$ cat config.mk
export PLATFORM = sky130hd
export DESIGN_NAME = q_align_sequencer
export DESIGN_NICKNAME = d
export VERILOG_FILES = /design/src/rtl/q_align_sequencer_pkg.sv /design/src/rtl/q_align_lane.sv /design/src/rtl/q_align_sequencer.sv
export SDC_FILE = /design/constraint.sdc
export NUM_CORES = 2
export LEC_CHECK = 0
export ABC_AREA = 1
export BUFFER_PORTS_ARGS = -buffer_cell sky130_fd_sc_hd__buf_2
export CORE_AREA = 2 2 451 453
export DETAILED_ROUTE_END_ITERATION = 12
export DIE_AREA = 0 0 453 455
export PLACE_DENSITY = 0.5
export SLEW_MARGIN = 25
export SYNTH_ARGS = -nofsm -noshare
export SYNTH_HDL_FRONTEND = slang
export SYNTH_SLANG_ARGS = --single-unit
export TNS_END_PERCENT = 30
$ cat constraint.sdc
create_clock -name clock -period 13.9 [get_ports clock]
set_input_delay 2.78 -clock clock [delete_from_list [all_inputs] [get_ports clock]]
set_output_delay 2.78 -clock clock [all_outputs]
set_load 0.01 [all_outputs]
$ cat src/rtl/q_align_sequencer_pkg.sv
//------------------------------------------------------------------------------
// q_align_sequencer_pkg
// Shared types and helpers for the fixed-point alignment sequencer.
// Revision: 1.0
//------------------------------------------------------------------------------
`default_nettype none

package q_align_sequencer_pkg;

  typedef enum logic [0:0] {
    IDLE = 1'b0,
    RUN  = 1'b1
  } q_seq_state_e;

  localparam int SAT_CNT_W_DFLT = 16;

  typedef logic [SAT_CNT_W_DFLT-1:0] q_sat_cnt_t;

  // Total bit width of a signed Q(i,f) value; the sign bit is counted in i.
  function automatic int q_width(input int i_bits, input int f_bits);
    return i_bits + f_bits;
  endfunction

endpackage

`default_nettype wire

$ cat src/rtl/q_align_lane.sv
//------------------------------------------------------------------------------
// q_align_lane
// Combinational Q(IN_I,IN_F) -> Q(OUT_I,OUT_F) integer-bit alignment lane.
// Revision: 1.0
//------------------------------------------------------------------------------
`default_nettype none

module q_align_lane
  import q_align_sequencer_pkg::*;
#(
  parameter int IN_I  = 8,
  parameter int IN_F  = 8,
  parameter int OUT_I = 4,
  parameter int OUT_F = 8,
  localparam int W_IN  = q_width(IN_I, IN_F),
  localparam int W_OUT = q_width(OUT_I, OUT_F)
) (
  input  logic [W_IN-1:0]  in_val,
  output logic [W_OUT-1:0] out_val,
  output logic             sat
);

  if (IN_I == OUT_I) begin : g_pass
    assign out_val = in_val;
    assign sat     = 1'b0;
  end else if (IN_I < OUT_I) begin : g_sext
    assign out_val = {{(W_OUT-W_IN){in_val[W_IN-1]}}, in_val};
    assign sat     = 1'b0;
  end else begin : g_clamp
    localparam int DROP = W_IN - W_OUT;

    logic [DROP:0] top_bits;
    logic          overflow;

    // Value fits only if every dropped bit matches the new sign bit.
    assign top_bits = in_val[W_IN-1 -: DROP+1];
    assign overflow = !((&top_bits) || (~|top_bits));
    assign sat      = overflow;
    assign out_val  = !overflow       ? in_val[W_OUT-1:0] :
                      in_val[W_IN-1]  ? {1'b1, {(W_OUT-1){1'b0}}} :
                                        {1'b0, {(W_OUT-1){1'b1}}};
  end

endmodule

`default_nettype wire

$ cat src/rtl/q_align_sequencer.sv
//------------------------------------------------------------------------------
// q_align_sequencer
// Buffers a vector, streams it LANES elements per beat through alignment lanes.
// Revision: 1.0
//------------------------------------------------------------------------------
`default_nettype none

module q_align_sequencer
  import q_align_sequencer_pkg::*;
#(
  parameter int IN_I      = 8,
  parameter int IN_F      = 8,
  parameter int OUT_I     = 4,
  parameter int OUT_F     = 8,
  parameter int VEC_LEN   = 64,
  parameter int LANES     = 8,
  parameter int SAT_CNT_W = $bits(q_sat_cnt_t),
  localparam int W_IN     = q_width(IN_I, IN_F),
  localparam int W_OUT    = q_width(OUT_I, OUT_F),
  localparam int BEATS    = VEC_LEN / LANES
) (
  input  logic                     clock,
  input  logic                     reset,
  input  logic                     in_valid,
  output logic                     in_ready,
  input  logic [VEC_LEN*W_IN-1:0]  in_vec,
  output logic                     out_valid,
  input  logic                     out_ready,
  output logic [LANES*W_OUT-1:0]   out_data,
  output logic                     out_last,
  output logic [LANES-1:0]         out_sat,
  input  logic                     clear_stats,
  output logic [SAT_CNT_W-1:0]     sat_count,
  output logic                     busy
);

  localparam int BEAT_W = (BEATS > 1) ? $clog2(BEATS) : 1;
  localparam int POP_W  = $clog2(LANES + 1);

  if (OUT_F != IN_F) begin : g_frac_check
    $error("q_align_sequencer: OUT_F must equal IN_F");
  end
  if ((VEC_LEN % LANES) != 0) begin : g_len_check
    $error("q_align_sequencer: VEC_LEN must be a multiple of LANES");
  end

  q_seq_state_e             state_q, state_d;
  logic [BEAT_W-1:0]        beat_q, beat_d;
  logic [VEC_LEN*W_IN-1:0]  vec_q, vec_d;
  logic [SAT_CNT_W-1:0]     sat_count_q, sat_count_d;

  logic                     accept;
  logic                     load;
  logic [LANES*W_IN-1:0]    beat_slice;
  logic [POP_W-1:0]         sat_pop;
  logic [SAT_CNT_W:0]       sat_sum;

  assign out_valid = (state_q == RUN);
  assign busy      = (state_q == RUN);
  assign out_last  = (beat_q == BEAT_W'(BEATS - 1));
  assign sat_count = sat_count_q;

  assign accept    = out_valid && out_ready;
  assign in_ready  = (state_q == IDLE) || (accept && out_last);
  assign load      = in_valid && in_ready;

  assign beat_slice = vec_q[int'(beat_q)*LANES*W_IN +: LANES*W_IN];

  for (genvar j = 0; j < LANES; j++) begin : g_lanes
    q_align_lane #(
      .IN_I  (IN_I),
      .IN_F  (IN_F),
      .OUT_I (OUT_I),
      .OUT_F (OUT_F)
    ) u_lane (
      .in_val  (beat_slice[j*W_IN +: W_IN]),
      .out_val (out_data[j*W_OUT +: W_OUT]),
      .sat     (out_sat[j])
    );
  end

  always_comb begin
    sat_pop = '0;
    for (int j = 0; j < LANES; j++) begin
      sat_pop = sat_pop + POP_W'(out_sat[j]);
    end
  end

  assign sat_sum = {1'b0, sat_count_q} + (SAT_CNT_W+1)'(sat_pop);

  always_comb begin
    state_d     = state_q;
    beat_d      = beat_q;
    vec_d       = vec_q;
    sat_count_d = sat_count_q;

    // A new vector may land on the same edge the previous last beat leaves.
    if (load) begin
      vec_d   = in_vec;
      beat_d  = '0;
      state_d = RUN;
    end else if (accept) begin
      if (out_last) begin
        beat_d  = '0;
        state_d = IDLE;
      end else begin
        beat_d  = beat_q + BEAT_W'(1);
      end
    end

    if (clear_stats) begin
      sat_count_d = '0;
    end else if (accept) begin
      sat_count_d = sat_sum[SAT_CNT_W] ? '1 : sat_sum[SAT_CNT_W-1:0];
    end
  end

  always_ff @(posedge clock) begin
    if (reset) begin
      state_q     <= IDLE;
      beat_q      <= '0;
      vec_q       <= '0;
      sat_count_q <= '0;
    end else begin
      state_q     <= state_d;
      beat_q      <= beat_d;
      vec_q       <= vec_d;
      sat_count_q <= sat_count_d;
    end
  end

endmodule

`default_nettype wire

==> out/metrics.csv <==
metric;value;unit
Leak;25.6;nW
Reg2Reg Depth;25;
worst r2r dst;sat_count[13]$_SDFFE_PP0P_;
H-tree levels;3;
sequential area share after synthesis;45.1;%
share of layout cells above drive strength 1;18.4;%
Hold Path Sink;vec_q[685]$_SDFFE_PP0P_;
hold_buf cts;0;
Synth Register Bits;1044;
hold_sp;vec_q[685]$_SDFFE_PP0P_;
top-count cell post-synth;nor2_1;
DR vias/cell;4.83;
flop-to-flop setup slack;5760;ps
routed len/inst;23.6;um
FFs w/ async S/R, synth;0;%
Final #Nets;8690;
Sequential Area;20900;um2
Buffers & Inverters on Critical Path;5;
delay-heaviest family, CP;buffers and inverters;
Worst Path Arrival;5680;ps
Synth Warn #;0;
global placement routability congestion;0.935;
overall power;8.21;mW
critical path endpoint category;output pin;
Synth cell types;27;
setup TNS;0;ps
area grow syn2layout;24.8;%
Detailed Route WL;248000;um
Final Cycle Share;60.9;%
DP HPWL;186000;um
RSZ-0062 raised after global routing;false;
Area after DPL;53400;um2
share of the synthesized area in the top cell type;45.1;%
cts bufs inserted;119;
CP cell instances;buf_4, buf_4, buf_12, nand2_1, nand3_1, nand2_1, nand2_1, nand2_1, inv_1, nand2_1, nand2_1, buf_2;
startpoint types;flip-flop;
core area;201000;um2
# rows;165;
clk root buf;clkbuf_16;
largest net degree at the start of global routing;212;
max-cap viol count;0;
crit path kind;flip-flop to output pin;
Clock Sinks;1044;
Fmax achieved;0.118;GHz
Slew HR;23.7;%
initial antenna violation count;134;
Clk Latency, worst-skew pair;810;ps
Final setup viols;0;
Synth area leaders;dfxtp_1 45%, nor2_1 17%, o21ai_0 15%;
pins over their slew limit;0;
DRT antenna net count;0;
initial core utilization;23.0;%
Tmin final;8460;ps
top cells by count, synth;2059 x nor2_1, 1370 x o21ai_0, 1044 x dfxtp_1, 858 x nand2_1, 353 x clkbuf_1;
fill count;22500;
port buffer count;1152;
Pre-antenna DRT Iters;10;
Multi-input gate area;21800;um2
Design Area, Final;57800;um2
Syn Inst Count;6887;
Die H;455;um
cell taking the most area after synthesis;dfxtp_1;
Placed Instances;10200;
hold depth;2;
Non-Filler Instances;10500;
GRT Util Overall;22.7;%
routed vias;50700;
Final Hold Fails;0;
CTS tree;built;
synthesized net count;7929;
DRC viols;0;
WHS;452;ps
Worst EP required;11120;ps
Worst-Margin Slew;1130;ps
maximum clock insertion buffer count;3;
max incr delay on CP;900;ps
Hold WC Path Type;flip-flop to flip-flop;
Post-synth EDFFs;0;
I/O Pins;1153;
Die ar.;206000;um2
syn avg cell area;6.73;um2
die width;453;um
first-pass GRT wire length;338000;um
critical path fanouts, max;140;
gr ovfl total;0;
VDD IR max;0.110;mV
postcts setup bufs;0;
Mapped Area;46300;um2
clock slew at reported path FFs;60;ps
Starting DRT DRC Count;5249;
PD cells;142;nW/um2
Clock Skew;59.8;ps
Resized cells post-CTS;0;
CP dominant cell by count;nand2_1;
CP max-delay cell;buf_4;
RR Startpoint;beat_q[0]$_SDFFE_PP0P_;
status;complete, no violations;
Post-synth top flop;dfxtp_1;
vias in the first global route;46200;
## metal layers
metal  up-vias  part of all wire (%)  GRT usage [%]
met5         -                 0.062              0
met4        24                   4.0           9.91
met3       437                   7.3           4.18
met2      2197                    45           35.5
met1     24100                    43           30.2
li1      23900                     -              -
## where the power goes
group	total, mW	switching, mW	internal (mW)
Combinational	1.45	0.980	0.466
Sequential	3.36	0.118	3.24
Clock	3.40	1.42	1.98
## state kept, by name, summed over array words and instances (netlist names)
register and flops:
vec_q 1024, sat_count 16, beat_q 3, busy 1
## per-stage QoR
stage                     worst slack (ps)  util (%)
after detailed placement              5700      26.5
after global placement                5710      26.5
after floorplan                       8180         -
after CTS                             5410      28.6
after global routing                  5100      28.7
final                                 5440      28.7
## cells by family after synthesis
| logic type | synth area share [%] |
|---|---|
| compound gates | 20.6 |
| buf+inv | 7.82 |
| simple gates | 26.0 |
| flops | 45.1 |
| xor+xnor | 0.0756 |
| fa+ha+maj | 0.432 |
## cell type report
cell class	instances	share of cell area [%]
diodes	65	0.281
clock buffers	176	6.00
clock inverters	47	1.30
inverters	276	1.85
multi-input cells	4999	37.8
flip-flops and latches	1044	36.2
well taps	2672	5.78
repair buffers	1208	10.9
## how the worst max path moves through the flow
stage,end,depth (start not counted),slack [ps],from
after floorplan,in_ready,2,8180,out_ready
after global placement,sat_count[5]$_SDFFE_PP0P_,24,5710,beat_q[0]$_SDFFE_PP0P_
after detailed placement,sat_count[5]$_SDFFE_PP0P_,24,5700,beat_q[0]$_SDFFE_PP0P_
after CTS,out_data[46],11,5410,beat_q[1]$_SDFFE_PP0P_
after global routing,out_sat[7],12,5100,beat_q[0]$_SDFFE_PP0P_
final,out_sat[7],12,5440,beat_q[0]$_SDFFE_PP0P_
## worst register-to-register path: stages, from the launching register on
cell     delay [ps]
dfxtp_4         610
buf_4           710
buf_4           980
buf_12          700
nand2_1         220
nand3_1         120
nand2_1          70
nand2_1          50
nand2_1         240
inv_1           140
nand2_1         540
nand2_1         300
inv_1           100
fa_1            520
fa_1            520
fa_1            470
inv_1           150
fa_1            230
nand3_1          90
nand2_1          90
nand2_1         170
inv_1           150
nand4_1         500
nand3_1         270
nand2_1          70
inv_1            80
## cells in the final DEF (no fill, tap or decap), types with 29 or more instances in the layout
cell and count:
buf_2 1152, diode_2 65, clkbuf_1 29, o21ai_1 43
inv_1 270, clkbuf_16 119, nand2_1 857, buf_4 49
o21ai_0 1369, o22ai_1 181, nor2_1 2059, dfxtp_1 1041
a21oi_1 241, nand3_1 198
Power figures use the tool's default switching activity.
